**config.mk**
```make
export PLATFORM = sky130hd
export DESIGN_NAME = uart_tx_scheduler_flat
export DESIGN_NICKNAME = d
export VERILOG_FILES = /design/src/rtl/uart_tx_scheduler_if.sv /design/src/rtl/uart_tx_scheduler.sv /design/src/flat_wrapper.sv
export SDC_FILE = /design/constraint.sdc
export NUM_CORES = 1
export LEC_CHECK = 0
export ABC_AREA = 1
export ABC_CLOCK_PERIOD_IN_PS = 2900
export BUFFER_PORTS_ARGS = -buffer_cell sky130_fd_sc_hd__buf_2
export CORE_ASPECT_RATIO = 2
export CORE_MARGIN = 8
export CORE_UTILIZATION = 30
export CTS_CLUSTER_DIAMETER = 80
export DETAILED_ROUTE_END_ITERATION = 16
export GPL_TIMING_DRIVEN = 0
export PLACE_DENSITY_LB_ADDON = 0.05
export SLEW_MARGIN = 10
export SYNTH_ARGS = -nofsm -noshare
export SYNTH_HDL_FRONTEND = slang
export SYNTH_SLANG_ARGS = --single-unit
```
**constraint.sdc**
```tcl
create_clock -name clock -period 2.9 [get_ports clock]
set_clock_uncertainty 0.05 [all_clocks]
set_input_delay 0.29 -clock clock [delete_from_list [all_inputs] [get_ports clock]]
set_output_delay 0.29 -clock clock [all_outputs]
set_load 0.005 [all_outputs]
```
**src/rtl/uart_tx_scheduler_if.sv**
```systemverilog
// Bundle between the requesters, the scheduler and the uart transmitter.
// The slave modport is the scheduler's view; master is the environment's view.
interface uart_tx_scheduler_if #(
    parameter int unsigned NUM_REQ = 4
);
    localparam int unsigned IdW = $clog2(NUM_REQ);

    logic [NUM_REQ-1:0]   req;
    logic [8*NUM_REQ-1:0] req_data;
    logic [NUM_REQ-1:0]   grant;
    logic                 uart_start;
    logic [7:0]           uart_data;
    logic                 uart_busy;
    logic [IdW-1:0]       active_id;
    logic                 idle;
    logic                 err;

    modport master (
        output req, req_data, uart_busy,
        input  grant, uart_start, uart_data, active_id, idle, err
    );

    modport slave (
        input  req, req_data, uart_busy,
        output grant, uart_start, uart_data, active_id, idle, err
    );
endinterface

```
**src/rtl/uart_tx_scheduler.sv**
```systemverilog
// Round-robin scheduler sharing one uart transmitter between NUM_REQ requesters.
// Issues a held start strobe per byte, then tracks the uart busy window with a timeout.
module uart_tx_scheduler #(
    parameter int unsigned NUM_REQ      = 4,
    parameter int unsigned START_HOLD   = 10,
    parameter int unsigned BUSY_TIMEOUT = 64
) (
    input logic                clock,
    input logic                reset,
    uart_tx_scheduler_if.slave bus
);
    localparam int unsigned IdW    = $clog2(NUM_REQ);
    localparam int unsigned CntMax = (START_HOLD > BUSY_TIMEOUT) ? START_HOLD : BUSY_TIMEOUT;
    localparam int unsigned CntW   = $clog2(CntMax + 1);

    typedef enum logic [1:0] {
        StIdle,
        StHold,
        StWaitBusy,
        StWaitDone
    } state_e;

    state_e             state_q, state_d;
    logic [CntW-1:0]    cnt_q, cnt_d;
    logic [NUM_REQ-1:0] grant_q, grant_d;
    logic               start_q, start_d;
    logic [7:0]         data_q, data_d;
    logic [IdW-1:0]     id_q, id_d;
    logic               err_q, err_d;
    logic               idle_q, idle_d;

    logic               found;
    logic [IdW-1:0]     winner;
    logic [IdW-1:0]     rr_idx;

    // Round-robin search beginning just after the last granted requester.
    always_comb begin
        found  = 1'b0;
        winner = '0;
        rr_idx = '0;
        for (int k = 1; k <= int'(NUM_REQ); k++) begin
            rr_idx = IdW'((int'(id_q) + k) % int'(NUM_REQ));
            if (!found && bus.req[rr_idx]) begin
                found  = 1'b1;
                winner = rr_idx;
            end
        end
    end

    always_comb begin
        state_d = state_q;
        cnt_d   = cnt_q;
        grant_d = '0;
        start_d = start_q;
        data_d  = data_q;
        id_d    = id_q;
        err_d   = err_q;

        unique case (state_q)
            StIdle: begin
                if (found && !bus.uart_busy) begin
                    grant_d[winner] = 1'b1;
                    data_d          = bus.req_data[{winner, 3'b000} +: 8];
                    id_d            = winner;
                    start_d         = 1'b1;
                    cnt_d           = '0;
                    state_d         = StHold;
                end
            end
            StHold: begin
                if (cnt_q == CntW'(START_HOLD - 1)) begin
                    start_d = 1'b0;
                    cnt_d   = '0;
                    state_d = StWaitBusy;
                end else begin
                    cnt_d = cnt_q + CntW'(1);
                end
            end
            StWaitBusy: begin
                if (bus.uart_busy) begin
                    state_d = StWaitDone;
                end else if (cnt_q == CntW'(BUSY_TIMEOUT - 1)) begin
                    // A uart that never answers is flagged but must not stall the others.
                    err_d   = 1'b1;
                    state_d = StIdle;
                end else begin
                    cnt_d = cnt_q + CntW'(1);
                end
            end
            StWaitDone: begin
                if (!bus.uart_busy) begin
                    state_d = StIdle;
                end
            end
            default: begin
                state_d = StIdle;
            end
        endcase

        idle_d = (state_d == StIdle);
    end

    // Reset leaves the pointer on the last requester so requester 0 wins first.
    always_ff @(posedge clock or negedge reset) begin
        if (!reset) begin
            state_q <= StIdle;
            cnt_q   <= '0;
            grant_q <= '0;
            start_q <= 1'b0;
            data_q  <= '0;
            id_q    <= IdW'(NUM_REQ - 1);
            err_q   <= 1'b0;
            idle_q  <= 1'b1;
        end else begin
            state_q <= state_d;
            cnt_q   <= cnt_d;
            grant_q <= grant_d;
            start_q <= start_d;
            data_q  <= data_d;
            id_q    <= id_d;
            err_q   <= err_d;
            idle_q  <= idle_d;
        end
    end

    assign bus.grant      = grant_q;
    assign bus.uart_start = start_q;
    assign bus.uart_data  = data_q;
    assign bus.active_id  = id_q;
    assign bus.err        = err_q;
    assign bus.idle       = idle_q;
endmodule

```
**src/flat_wrapper.sv**
```systemverilog
// flat-port wrapper written by rule: the top's interface ports become plain ports
module uart_tx_scheduler_flat 
#(
    parameter int unsigned NUM_REQ      = 4,
    parameter int unsigned START_HOLD   = 10,
    parameter int unsigned BUSY_TIMEOUT = 64
)
  (clock, reset, bus_req, bus_req_data, bus_uart_busy, bus_grant, bus_uart_start, bus_uart_data, bus_active_id, bus_idle, bus_err);
  uart_tx_scheduler_if #(.NUM_REQ(NUM_REQ)) bus_i ();
  input logic clock;
  input logic reset;
  input wire logic [$bits(bus_i.req)-1:0] bus_req;
  input wire logic [$bits(bus_i.req_data)-1:0] bus_req_data;
  input wire logic [$bits(bus_i.uart_busy)-1:0] bus_uart_busy;
  output wire logic [$bits(bus_i.grant)-1:0] bus_grant;
  output wire logic [$bits(bus_i.uart_start)-1:0] bus_uart_start;
  output wire logic [$bits(bus_i.uart_data)-1:0] bus_uart_data;
  output wire logic [$bits(bus_i.active_id)-1:0] bus_active_id;
  output wire logic [$bits(bus_i.idle)-1:0] bus_idle;
  output wire logic [$bits(bus_i.err)-1:0] bus_err;
  assign bus_i.req = bus_req;
  assign bus_i.req_data = bus_req_data;
  assign bus_i.uart_busy = bus_uart_busy;
  assign bus_grant = bus_i.grant;
  assign bus_uart_start = bus_i.uart_start;
  assign bus_uart_data = bus_i.uart_data;
  assign bus_active_id = bus_i.active_id;
  assign bus_idle = bus_i.idle;
  assign bus_err = bus_i.err;
  uart_tx_scheduler #(.NUM_REQ(NUM_REQ), .START_HOLD(START_HOLD), .BUSY_TIMEOUT(BUSY_TIMEOUT)) u_core (.clock(clock), .reset(reset), .bus(bus_i));
endmodule
```
### Yosys cells after proc, flatten, opt, wreduce, memory -nomap -nowiden

Cells that the tools add are included.
Widths: inputs -> output; s select.

* add/sub/neg operators: 5
* magnitude comparators: 6
* equality and inequality tests: 9
* shifts and indexed selects: 1
* multiplexer cells: 34
* bitwise gates (word level): 1
* reduce and logical (&&, ||, !) cells: 17

Operator list (count)
* $shiftx 32x6->8: 1
* $mux 7: 4
* $pmux 7 s3: 1
* $mux 2: 9
* $lt 2x3->1 const B: 5
* $mux 1: 11
* $bmux 1 s2: 4
* $mux 4: 2
* $pmux 2 s4: 1
* $add 7x1->7 const B: 1
* $eq 7x4->1 const B: 1
* $eq 7x6->1 const B: 1
* $reduce_and 3->1: 2
* $logic_and 1x1->1: 5
* $add 2x1->2 const B: 2
* $add 2x2->2 const B: 2
* $eq 2x2->1 const B: 2
* $logic_not 1->1: 4
* $logic_not 2->1: 2
* $ne 2x1->1 const B: 2
* $ne 2x2->1 const B: 2
* $reduce_and 4->1: 1
* $reduce_bool 3->1: 1
* $demux 1 s2: 1
* other kinds (6): 6

* flip-flop bits (word level): 26
* bits of input ports: 39
* output and inout bits: 17
* word-level logic and storage cells: 81

### Longest topological paths before layout

* depth after elaboration: 19
* gate-level depth with buffers: 15
* gate-level depth less buffers: 14

### Least setup slack after synthesis

Ideal clock, no wire load.

* kind: register to register
* from: register u_core.id_q[0], in the netlist u_core.bus.active_id[0]
* to: register u_core.data_q[5], in the netlist u_core.bus.uart_data[5]
* library setup time: 117 ps
* arrival time: 1712 ps
* data required time: 2733 ps
* slack: 1021 ps
* stages on the path, launching flop included: 14
* buffers on the path: 2
* period minus slack after synthesis: 1879 ps
* path through: dfstp_2 buf_4 nand2_1 nand2_1 nand2_1 nand2_2 nor2_8 nand3_4 buf_1 nand3_1 nand2_1 nand2_1 nand2_1 nor2_1

* longest elaborated chain between the ends: 15
* elaborated cells between the ends (all ways): 29
* classes of those cells: add/sub (4); shift (1); mux (16); reduce/logical (8)

RTL lines
* start: declaration: line uart_tx_scheduler.sv:28 `logic [IdW-1:0] id_q, id_d;`
* start signal: assignment: line uart_tx_scheduler.sv:111 `id_q <= IdW'(NUM_REQ - 1);`
* start signal: assignment: line uart_tx_scheduler.sv:120 `id_q <= id_d;`
* branches (longest 15 deep; another with $add 2x1->2)
* end signal: assignment: line uart_tx_scheduler.sv:119 `data_q <= data_d;`
* end: declaration: line uart_tx_scheduler.sv:27 `logic [7:0] data_q, data_d;`

Several ways; the timed one is not identified. The select of a mux whose other input is x is not followed.
A chain may end at the register's enable or synchronous reset.

### Worst setup path after layout

* from: register u_core.id_q[0], in the netlist u_core.bus.active_id[0]
* to: register u_core.data_q[6], in the netlist u_core.bus.uart_data[6]

The elaborated chain is that of the path after synthesis.

==> results.json <==
{
  "mostFrequentLayoutCell": "nand2_1",
  "layout_common_cells": "nand2_1, buf_2, inv_1",
  "place_inst": 435,
  "cpMaxStageDelayCell": "dfstp_2",
  "status": "complete, but fails checks",
  "grtUsageTotal": 0.128,
  "p_per_area_mw_per_mm2": 338,
  "critical_path_cell_count": 13,
  "design.core.area_mm2": 0.00626,
  "finalPower_uw": 807,
  "leakage_uw": 0.00140,
  "yosys_warnings": 0,
  "nets": 400,
  "ys_seq_area_frac": 0.342,
  "maxCapViolations": 0,
  "cts_max_path_buffers": 2,
  "grt_max_degree": 27,
  "ctsResizeCount": 0,
  "cts_num_sinks": 26,
  "cts_hold_buf": 0,
  "syn2layout_area_growth_pct": 24.7,
  "fmax_mhz": 442,
  "initial_core_util": 0.306,
  "finalCritPeriodShare": 0.780,
  "cts_setup_buffers": 0,
  "ff2ff_path_depth": 13,
  "r2r_end": "u_core.bus.uart_data[6]",
  "cts_made_buffers": 3,
  "synth_nets": 340,
  "cp-start-kind": "flip-flop",
  "n_antenna_cell": 0,
  "syn_area_mm2": 0.00191,
  "grt_pass1_wl_um": 9330,
  "tritoncts": "yes",
  "crit_chain": "buf_4 > nand2_1 > nand2_1 > nand2_1 > nand2_2 > nor2_8 > nand3_4 > buf_1 > nand3_1 > nand2_1 > nand2_1 > nand2_1 > nor2_1",
  "ys_ff_latch": 26,
  "portBuffers": 55,
  "holdWs_ns": -0.00694,
  "ir_worst_vdd_v": 0.000273,
  "crit_required_ns": 3.00,
  "stdcell_area_mm2": 0.00238,
  "place_congestion": 0.837,
  "drv_slew": 0,
  "setup.worst_path.class": "flip-flop to flip-flop",
  "die_y_um": 129,
  "fin_cells": 439,
  "finalSetupViolations": 0,
  "critPathBufInv": 2,
  "wl_per_cell_um": 13.1,
  "rsz0062_at_grt": "no",
  "antenna_left": 0,
  "hpwl_um": 4840,
  "vias": 1968,
  "drc": 0,
  "synth.distinct_cells": 29,
  "worstSkewPairLatency_ns": 0.26,
  "h-tree-depth": 1,
  "antenna_found_initial": 0,
  "cp_common_cell": "nand2_1",
  "hold_viol_final": 19,
  "clkTransAtPathRegs_ns": 0.06,
  "die-area_mm2": 0.00934,
  "cts-root-buf": "clkbuf_16",
  "min_path_type": "primary input to async pin",
  "failed_checks": "negative hold slack",
  "grt_pass1_vias": 2070,
  "critPathCaptureType": "flip-flop",
  "r2r_slack_ns": 0.64,
  "cpPeakStageDelay_ns": 0.54,
  "crit_fanout": 10,
  "finalSetupTns_ns": 0,
  "cp.arrival_ns": 2.36,
  "first_iter_violations": 53,
  "placed_area_mm2": 0.00230,
  "worst_pin_slew_ns": 0.620,
  "critPathTopFamily": "simple AND/OR/NAND/NOR gates",
  "viasPerCell": 4.48,
  "syn_inst": 294,
  "boundaryPins": 56,
  "rows": 41,
  "final_layout_size_suffix_gt1_frac": 0.241,
  "relSlewSlack": 0.586,
  "die_x_um": 72.5,
  "period_needed_ns": 2.26,
  "finalWirelength_um": 5750,
  "drt-pass1-iter-count": 4,
  "syn_area_per_cell_um2": 6.51,
  "overflow": 0,
  "r2r_start": "u_core.bus.active_id[0]"
}
## metal layers
layer | global-route usage | vias to the layer above | part of all wire
li1 | - | 1019 | -
met1 | 0.105 | 912 | 0.34
met2 | 0.280 | 35 | 0.62
met3 | 0.0164 | 2 | 0.033
met4 | 0.0416 | 0 | 0.0089
met5 | 0 | - | 0
## how the worst max path moves through the flow
stage	from	to	slack, ns
after floorplan	u_core.bus.active_id[0]	u_core.bus.uart_data[5]	1.02
final	u_core.bus.active_id[0]	u_core.bus.uart_data[6]	0.64
after detailed placement	u_core.bus.active_id[0]	u_core.bus.uart_data[6]	0.64
after global placement	u_core.bus.active_id[0]	u_core.bus.uart_data[6]	0.63
after global routing	u_core.bus.active_id[0]	u_core.bus.uart_data[6]	0.42
after CTS	u_core.bus.active_id[0]	u_core.bus.uart_data[6]	0.63
## through the flow
| step | worst slack [ns] | utilization |
|---|---|---|
| final | 0.638 | 0.381 |
| after global routing | 0.419 | 0.381 |
| after CTS | 0.627 | 0.381 |
| after detailed placement | 0.636 | 0.367 |
| after global placement | 0.627 | 0.367 |
| after floorplan | 1.02 | - |
## logic make-up after synthesis
logic type | count (synthesis) | synth area share
AOI/OAI and AO/OA | 19 | 0.0549
xor gates and xnor gates | 1 | 0.00458
buffers and inverters | 48 | 0.104
adders and majority gates | 7 | 0.0458
DFF | 26 | 0.342
and+or+nand+nor | 193 | 0.449
## cell usage after synthesis (all sizes together)
| cell | instances | share of area |
|---|---|---|
| o211ai | 2 | 0.0078 |
| dfstp | 3 | 0.041 |
| nand3 | 35 | 0.10 |
| inv | 43 | 0.084 |
| nor3 | 1 | 0.0026 |
| nand4 | 1 | 0.0033 |
| o21ai | 10 | 0.026 |
| ha | 7 | 0.046 |
| or2 | 8 | 0.026 |
| buf | 5 | 0.020 |
| xor2 | 1 | 0.0046 |
| nand2 | 116 | 0.24 |
| o21a | 1 | 0.0039 |
| dfrtp | 23 | 0.30 |
| and2 | 1 | 0.0033 |
| nor2 | 31 | 0.071 |
| a21oi | 5 | 0.013 |
| o21bai | 1 | 0.0039 |
## where the power goes
part | total [uW] | switching [uW] | internal, uW
Combinational | 107 | 64.6 | 42.7
Clock | 336 | 125 | 211
Sequential | 364 | 0.275 | 363
Total | 807 | 190 | 617
## flip-flops by register name (all words and copies together) (netlist names)
register	flops
u_core.bus.active_id	2
u_core.bus.idle	1
u_core.state_q	2
u_core.bus.uart_data	8
u_core.bus.uart_start	1
u_core.bus.grant	4
u_core.bus.err	1
u_core.cnt_q	7
## layout make-up
| class | count | area, um^2 |
|---|---|---|
| Sequential cell | 26 | 654 |
| Timing Repair Buffer | 55 | 275 |
| Buffer | 5 | 37.5 |
| Tap cell | 86 | 108 |
| Clock buffer | 4 | 88.8 |
| Inverter | 43 | 161 |
| Multi-Input combinational cell | 220 | 1060 |
| Fill cell | 725 | 3870 |
## worst reg2reg max path: cells and delay by family (launching register included)
kind                   cells  cell delay, ns
buffers and inverters      2            0.62
flip-flops                 1            0.54
AND/OR/NAND/NOR           11            0.94
Power figures use the tool's default switching activity.
